File: src/rtl/fetch_stage.sv
// fetch_stage: instruction-fetch stage in front of decode.
// Owns the PC, issues one instruction-bus request at a time, and holds the
// returned word for decode until it is consumed or a redirect kills it.
//
// Handshakes:
//   ireq_valid/iresp_addr_ok : a request is transferred on a rising edge where
//     ireq_valid && iresp_addr_ok. While ireq_valid is high without addr_ok,
//     ireq_addr is held stable (a redirect does not withdraw it).
//   iresp_data_ok : one response per accepted request, in the same cycle as
//     addr_ok or any later cycle. data_ok with no accepted request is ignored.
//   dataF_valid/stall : the held instruction is consumed on a rising edge where
//     dataF_valid && !stall && !redirect_valid.
//
// Optional build macro: FETCH_MISALIGN_EN adds dataF_misalign. Misaligned PCs
// then skip the bus and present a zero word flagged as misaligned.
// dbg_state exposes the FSM state for checkers.
module fetch_stage #(
    parameter logic [63:0] RESET_PC = 64'h0000_0000_8000_0000,
    parameter int          PC_STEP  = 4
) (
    input  logic        clk,
    input  logic        reset,
    output logic        ireq_valid,
    output logic [63:0] ireq_addr,
    input  logic        iresp_addr_ok,
    input  logic        iresp_data_ok,
    input  logic [31:0] iresp_data,
    input  logic        stall,
    input  logic        redirect_valid,
    input  logic [63:0] redirect_pc,
    output logic        dataF_valid,
    output logic [63:0] dataF_pc,
    output logic [31:0] dataF_raw_instr,
`ifdef FETCH_MISALIGN_EN
    output logic        dataF_misalign,
`endif
    output logic [2:0]  dbg_state
);

    localparam logic [63:0] PC_INC = 64'(PC_STEP);

    typedef enum logic [2:0] {
        S_IDLE = 3'd0,
        S_REQ  = 3'd1,
        S_WAIT = 3'd2,
        S_HOLD = 3'd3,
        S_DROP = 3'd4
    } state_t;

    state_t      state, state_next;
    logic [63:0] pc, pc_next;
    logic [63:0] req_addr;      // address of the request on the bus, separate from pc
    logic        redir_pend;    // redirect seen in REQ before addr_ok arrived
    logic        pend_next;
    logic        start_req;     // next cycle begins a fresh request at pc_next
    logic        latch_resp;    // capture the bus word as fetch data
    logic        dataF_valid_q;
    logic [63:0] dataF_pc_q;
    logic [31:0] raw_instr_q;
    logic        redirected;    // current request is stale (redirect now or earlier)
`ifdef FETCH_MISALIGN_EN
    logic        misalign_hold; // next cycle holds a misaligned-fetch marker
    logic        misalign_q;
`endif

    assign redirected = redir_pend || redirect_valid;

    // Next-state, next-pc and datapath load enables.
    always_comb begin
        state_next = state;
        pend_next  = redir_pend;
        start_req  = 1'b0;
        latch_resp = 1'b0;
`ifdef FETCH_MISALIGN_EN
        misalign_hold = 1'b0;
`endif
        // Redirect always wins; otherwise the PC only advances on consume.
        if (redirect_valid) begin
            pc_next = redirect_pc;
        end else if (state == S_HOLD && !stall) begin
            pc_next = pc + PC_INC;
        end else begin
            pc_next = pc;
        end

        case (state)
            S_IDLE: begin
                state_next = S_REQ;
                start_req  = 1'b1;
            end
            S_REQ: begin
                if (iresp_addr_ok) begin
                    pend_next = 1'b0;
                    if (iresp_data_ok) begin
                        if (redirected) begin
                            state_next = S_REQ;
                            start_req  = 1'b1;
                        end else begin
                            state_next = S_HOLD;
                            latch_resp = 1'b1;
                        end
                    end else begin
                        state_next = redirected ? S_DROP : S_WAIT;
                    end
                end else begin
                    // data_ok before addr_ok is a protocol violation: ignored.
                    pend_next = redirected;
                end
            end
            S_WAIT: begin
                if (iresp_data_ok) begin
                    if (redirect_valid) begin
                        state_next = S_REQ;
                        start_req  = 1'b1;
                    end else begin
                        state_next = S_HOLD;
                        latch_resp = 1'b1;
                    end
                end else if (redirect_valid) begin
                    state_next = S_DROP;
                end
            end
            S_DROP: begin
                if (iresp_data_ok) begin
                    state_next = S_REQ;
                    start_req  = 1'b1;
                end
            end
            S_HOLD: begin
                if (redirect_valid || !stall) begin
                    state_next = S_REQ;
                    start_req  = 1'b1;
                end
            end
            default: begin
                state_next = S_IDLE;
            end
        endcase

`ifdef FETCH_MISALIGN_EN
        // A misaligned PC never reaches the bus; present a flagged bubble word.
        if (start_req && (pc_next[1:0] != 2'b00)) begin
            state_next    = S_HOLD;
            start_req     = 1'b0;
            misalign_hold = 1'b1;
        end
`endif
    end

    // FSM state, PC and request-address registers.
    always_ff @(posedge clk) begin
        if (reset) begin
            state      <= S_IDLE;
            pc         <= RESET_PC;
            req_addr   <= RESET_PC;
            redir_pend <= 1'b0;
        end else begin
            state      <= state_next;
            pc         <= pc_next;
            redir_pend <= pend_next;
            if (start_req) begin
                req_addr <= pc_next;
            end
`ifdef FETCH_MISALIGN_EN
            if (misalign_hold) begin
                req_addr <= pc_next;
            end
`endif
        end
    end

    // Fetch data registers presented to decode.
    always_ff @(posedge clk) begin
        if (reset) begin
            dataF_valid_q <= 1'b0;
            dataF_pc_q    <= 64'h0;
            raw_instr_q   <= 32'h0;
`ifdef FETCH_MISALIGN_EN
            misalign_q    <= 1'b0;
`endif
        end else begin
            dataF_valid_q <= (state_next == S_HOLD);
            if (latch_resp) begin
                dataF_pc_q  <= req_addr;
                raw_instr_q <= iresp_data;
`ifdef FETCH_MISALIGN_EN
                misalign_q  <= 1'b0;
`endif
            end
`ifdef FETCH_MISALIGN_EN
            if (misalign_hold) begin
                dataF_pc_q  <= pc_next;
                raw_instr_q <= 32'h0;
                misalign_q  <= 1'b1;
            end
`endif
        end
    end

    assign ireq_valid      = (state == S_REQ);
    assign ireq_addr       = req_addr;
    assign dataF_valid     = dataF_valid_q;
    assign dataF_pc        = dataF_pc_q;
    assign dataF_raw_instr = raw_instr_q;
    assign dbg_state       = state;
`ifdef FETCH_MISALIGN_EN
    assign dataF_misalign  = misalign_q && dataF_valid_q;
`endif

endmodule

File: config.mk
export PLATFORM = sky130hd
export DESIGN_NAME = fetch_stage
export DESIGN_NICKNAME = d
export VERILOG_FILES = /design/src/rtl/fetch_stage.sv
export SDC_FILE = /design/constraint.sdc
export NUM_CORES = 1
export LEC_CHECK = 0
export ABC_AREA = 1
export CORE_MARGIN = 2
export CORE_UTILIZATION = 55
export CTS_BUF_LIST = sky130_fd_sc_hd__clkbuf_2 sky130_fd_sc_hd__clkbuf_4 sky130_fd_sc_hd__clkbuf_8
export DETAILED_ROUTE_END_ITERATION = 16
export PLACE_DENSITY = 0.88
export SETUP_SLACK_MARGIN = 0.4
export SYNTH_ARGS = -nofsm -noshare
export SYNTH_HDL_FRONTEND = slang
export SYNTH_SLANG_ARGS = --single-unit
File: constraint.sdc
create_clock -name clk -period 3 [get_ports clk]
set_input_delay 0.45 -clock clk [delete_from_list [all_inputs] [get_ports clk]]
set_output_delay 0.45 -clock clk [all_outputs]
set_load 0.005 [all_outputs]
==> results.py <==
metrics = {
    "final_layout": {
        "nNetsFinal": 1889,
        "area_growth_syn_to_layout_pct": 33.5,
        "fillers": 1476,
        "diodes": 0,
        "drive_above_1_share_pct": 7.58,
    },
    "synth": {
        "synth_ff_type": "dfxtp_1",
        "netlist.area_leader.share_pct": 43.4,
        "synth-edff-count": 0,
        "ys_seq_area_share_pct": 43.4,
        "synth_area_um2": 10600,
        "ys_ff_latch": 229,
        "yosysTopAreaCell": "dfxtp_1",
        "synth_area_per_cell_um2": 6.88,
        "async_reset_ff_share_pct": 0,
        "netlist_instances": 1535,
        "synth_nets": 1638,
        "yosys-top-cells-area": "dfxtp_1 (43%), nor2_1 (11%), nand2_1 (9.4%), o21ai_0 (7.1%), nand3_1 (6.8%)",
        "synth_warnings": 0,
        "synthDistinctLibCells": 40,
    },
    "cts": {
        "cts_made_buffers": 38,
        "holdBufCountCts": 0,
        "cts_max_path_buffers": 3,
        "clock_sinks": 229,
        "clk_pin_slew_ns": 0.06,
        "clk_latency_ns": 0.54,
        "post_cts_resized": 0,
        "htree_levels": 2,
        "cts_root_buf": "clkbuf_8",
        "tritoncts": "done",
        "post-cts-setup-buffer-count": 0,
    },
    "setup_path": {
        "cp.arrival_ns": 2.81,
        "worst_setup_path_end_kind": "flop",
        "start_kind": "flop",
        "reg2regPathDepth": 13,
        "cp.required_ns": 3.47,
        "critPathMaxFanout": 6,
        "ff2ff_setup_slack_ns": 0.66,
        "critPathKind": "flop to flop",
    },
    "global_routing": {
        "grt_max_degree": 70,
        "antenna_found_initial": 0,
        "gr-total-overflow": 0,
        "grt_pass1_wl_um": 53600,
        "grt_pass1_vias": 10500,
        "track_usage_pct": 33.4,
    },
    "power_and_ir_drop": {
        "power.leakage_nw": 5.80,
        "p_per_area_nw_per_um2": 533,
        "vdd_drop_max_mv": 0.409,
        "power_mw": 7.52,
    },
    "outcome": {
        "status": "finished, final reports clean",
    },
    "sta": {
        "fmax_mhz": 428,
        "setup_viol_count_final": 0,
        "period_share_pct": 78.0,
        "slew_headroom_pct": 47.0,
        "rsz0062_at_grt": "no",
        "fin_skew_ns": 0.0238,
        "tightest_slew_ns": 0.795,
        "period_minus_slack_ns": 2.34,
        "drv_slew": 0,
        "whs_ns": 0.347,
        "tns_ns": 0,
        "hold_viol_final": 0,
    },
    "drt": {
        "wirelength_um": 34700,
        "antenna_left": 0,
        "vias": 11100,
        "drc": 0,
        "drtPass1Iterations": 5,
        "detail_route.iter0.violations": 745,
        "wire_per_inst_um": 17.0,
        "routed_via_density": 5.43,
    },
    "flow_run": {
        "max_cap_viol_count": 0,
    },
    "placed_design": {
        "hpwl_um": 25400,
        "gp_congestion": 0.973,
        "portBuffers": 266,
    },
    "die": {
        "die_area_um2": 20300,
        "die_y_um": 143,
        "die_x_um": 143,
        "ioPinCount": 267,
        "coreArea_um2": 18800,
        "num_rows": 50,
        "initial_core_util_pct": 56.2,
    },
    "hold_path": {
        "whs_path_depth": 3,
        "hp-class": "input port to flop",
    },
}
## final cells by class
| class | count | area (um^2) | share of cell area [%] |
|---|---|---|---|
| clock buffers | 55 | 707 | 5.02 |
| clock inverters | 7 | 67.6 | 0.480 |
| inverters | 158 | 597 | 4.24 |
| multi-input cells | 1074 | 4990 | 35.5 |
| flip-flops and latches | 229 | 4580 | 32.5 |
| well taps | 234 | 293 | 2.08 |
| repair buffers | 285 | 2850 | 20.2 |
## per-stage QoR
stage               instance area [um^2]  util, %  cells  setup slack (ns)
floorplan                          10600        -   1535              1.30
global placement                   13300     70.9   1980             0.383
detailed placement                 13300     70.9   1980             0.361
CTS                                14100     75.1   2042             0.692
global route                       14100     75.1   2042             0.481
finish                             14100     75.1   2042             0.661
## kinds of logic (layout without fill, tap and decap cells)
logic type / after synthesis / after routing / synth area share [%]
xor gates and xnor gates: 14 / 14 / 1.16
muxes: 4 / 4 / 0.379
and+or+nand+nor: 807 / 807 / 33.1
adders and majority gates: 1 / 1 / 0.119
buffers and inverters: 232 / 505 / 9.32
AOI/OAI and AO/OA: 248 / 248 / 12.5
DFF: 229 / 229 / 43.4
## power by group
group | internal (mW) | total [mW] | switching [mW]
sequential | 3.27 | 3.45 | 0.188
combinational | 0.638 | 1.24 | 0.600
clock | 1.60 | 2.82 | 1.23
total | 5.50 | 7.52 | 2.01
## cell usage in the layout (no fill, tap or decap), types with 4 or more instances in the layout
cell             count
nor2_1             312
nand2_1            264
clkdlybuf4s50_1    264
dfxtp_1            229
inv_1              153
o21ai_0            150
nand3_1            144
a21oi_1             65
clkbuf_8            47
nand4_1             21
or2_2               19
buf_4               15
nor3_1              12
nor2_2              11
o21bai_1            11
xor2_1               8
clkbuf_4             8
o211ai_1             7
nor2_4               6
xnor2_1              6
clkinv_2             5
mux2i_1              4
a21o_1               4
buf_12               4
## cells in the mapped netlist (2+ instances only)
master and number:
o21ai_0 150, mux2i_1 4, nor3_1 12, o211ai_1 7, nor2_1 312, a21oi_1 65
nand2_2 3, o22ai_1 3, nand3_1 144, xnor2_1 6, nand2_4 2, clkbuf_1 45
buf_6 10, buf_1 3, nand3_2 4, o21ai_1 2, and2_1 3, nand4_1 21
o21ai_2 2, inv_2 3, inv_1 154, dfxtp_1 229, nor3_4 2, a211oi_1 2
a21o_1 4, buf_2 9, nand2_1 264, nor2_4 6, or2_2 19, nor3b_1 2
o21bai_1 11, buf_4 7, xor2_1 8, nor2_2 11
## sequential cells by signal, summed over array words and instances, names as in the netlist
name and flops:
dbg_state 3, redir_pend 1, dataF_pc 64, pc 64
dataF_raw_instr 32, ireq_addr 64, dataF_valid 1
## layer usage
metal  track usage (%)  share of wire (%)
met5                 0                  0
met4              14.0                3.7
met3              6.29                7.5
met2              57.2                 48
met1              41.3                 41
## worst max-delay path, cell delays in order (launching register included)
cell     delay [ns]
dfxtp_1        0.39
ha_1           0.21
inv_1          0.05
nor2_1         0.17
nand2_1        0.16
inv_1          0.16
nand2_1        0.08
nor2_2         0.34
nand2_1        0.18
nor2_1         0.18
nand2_1        0.07
nand3_1        0.07
nand2_1        0.09
a21oi_1        0.12
## worst paths after layout
kind / startpoint / to
worst max-delay path: pc[3] / ireq_addr[28]
worst min-delay path: redirect_valid / redir_pend
worst max register to register: pc[3] / ireq_addr[28]
worst min register to register: dataF_pc[30] / dataF_pc[30]
(Power assumes the default switching activity.)
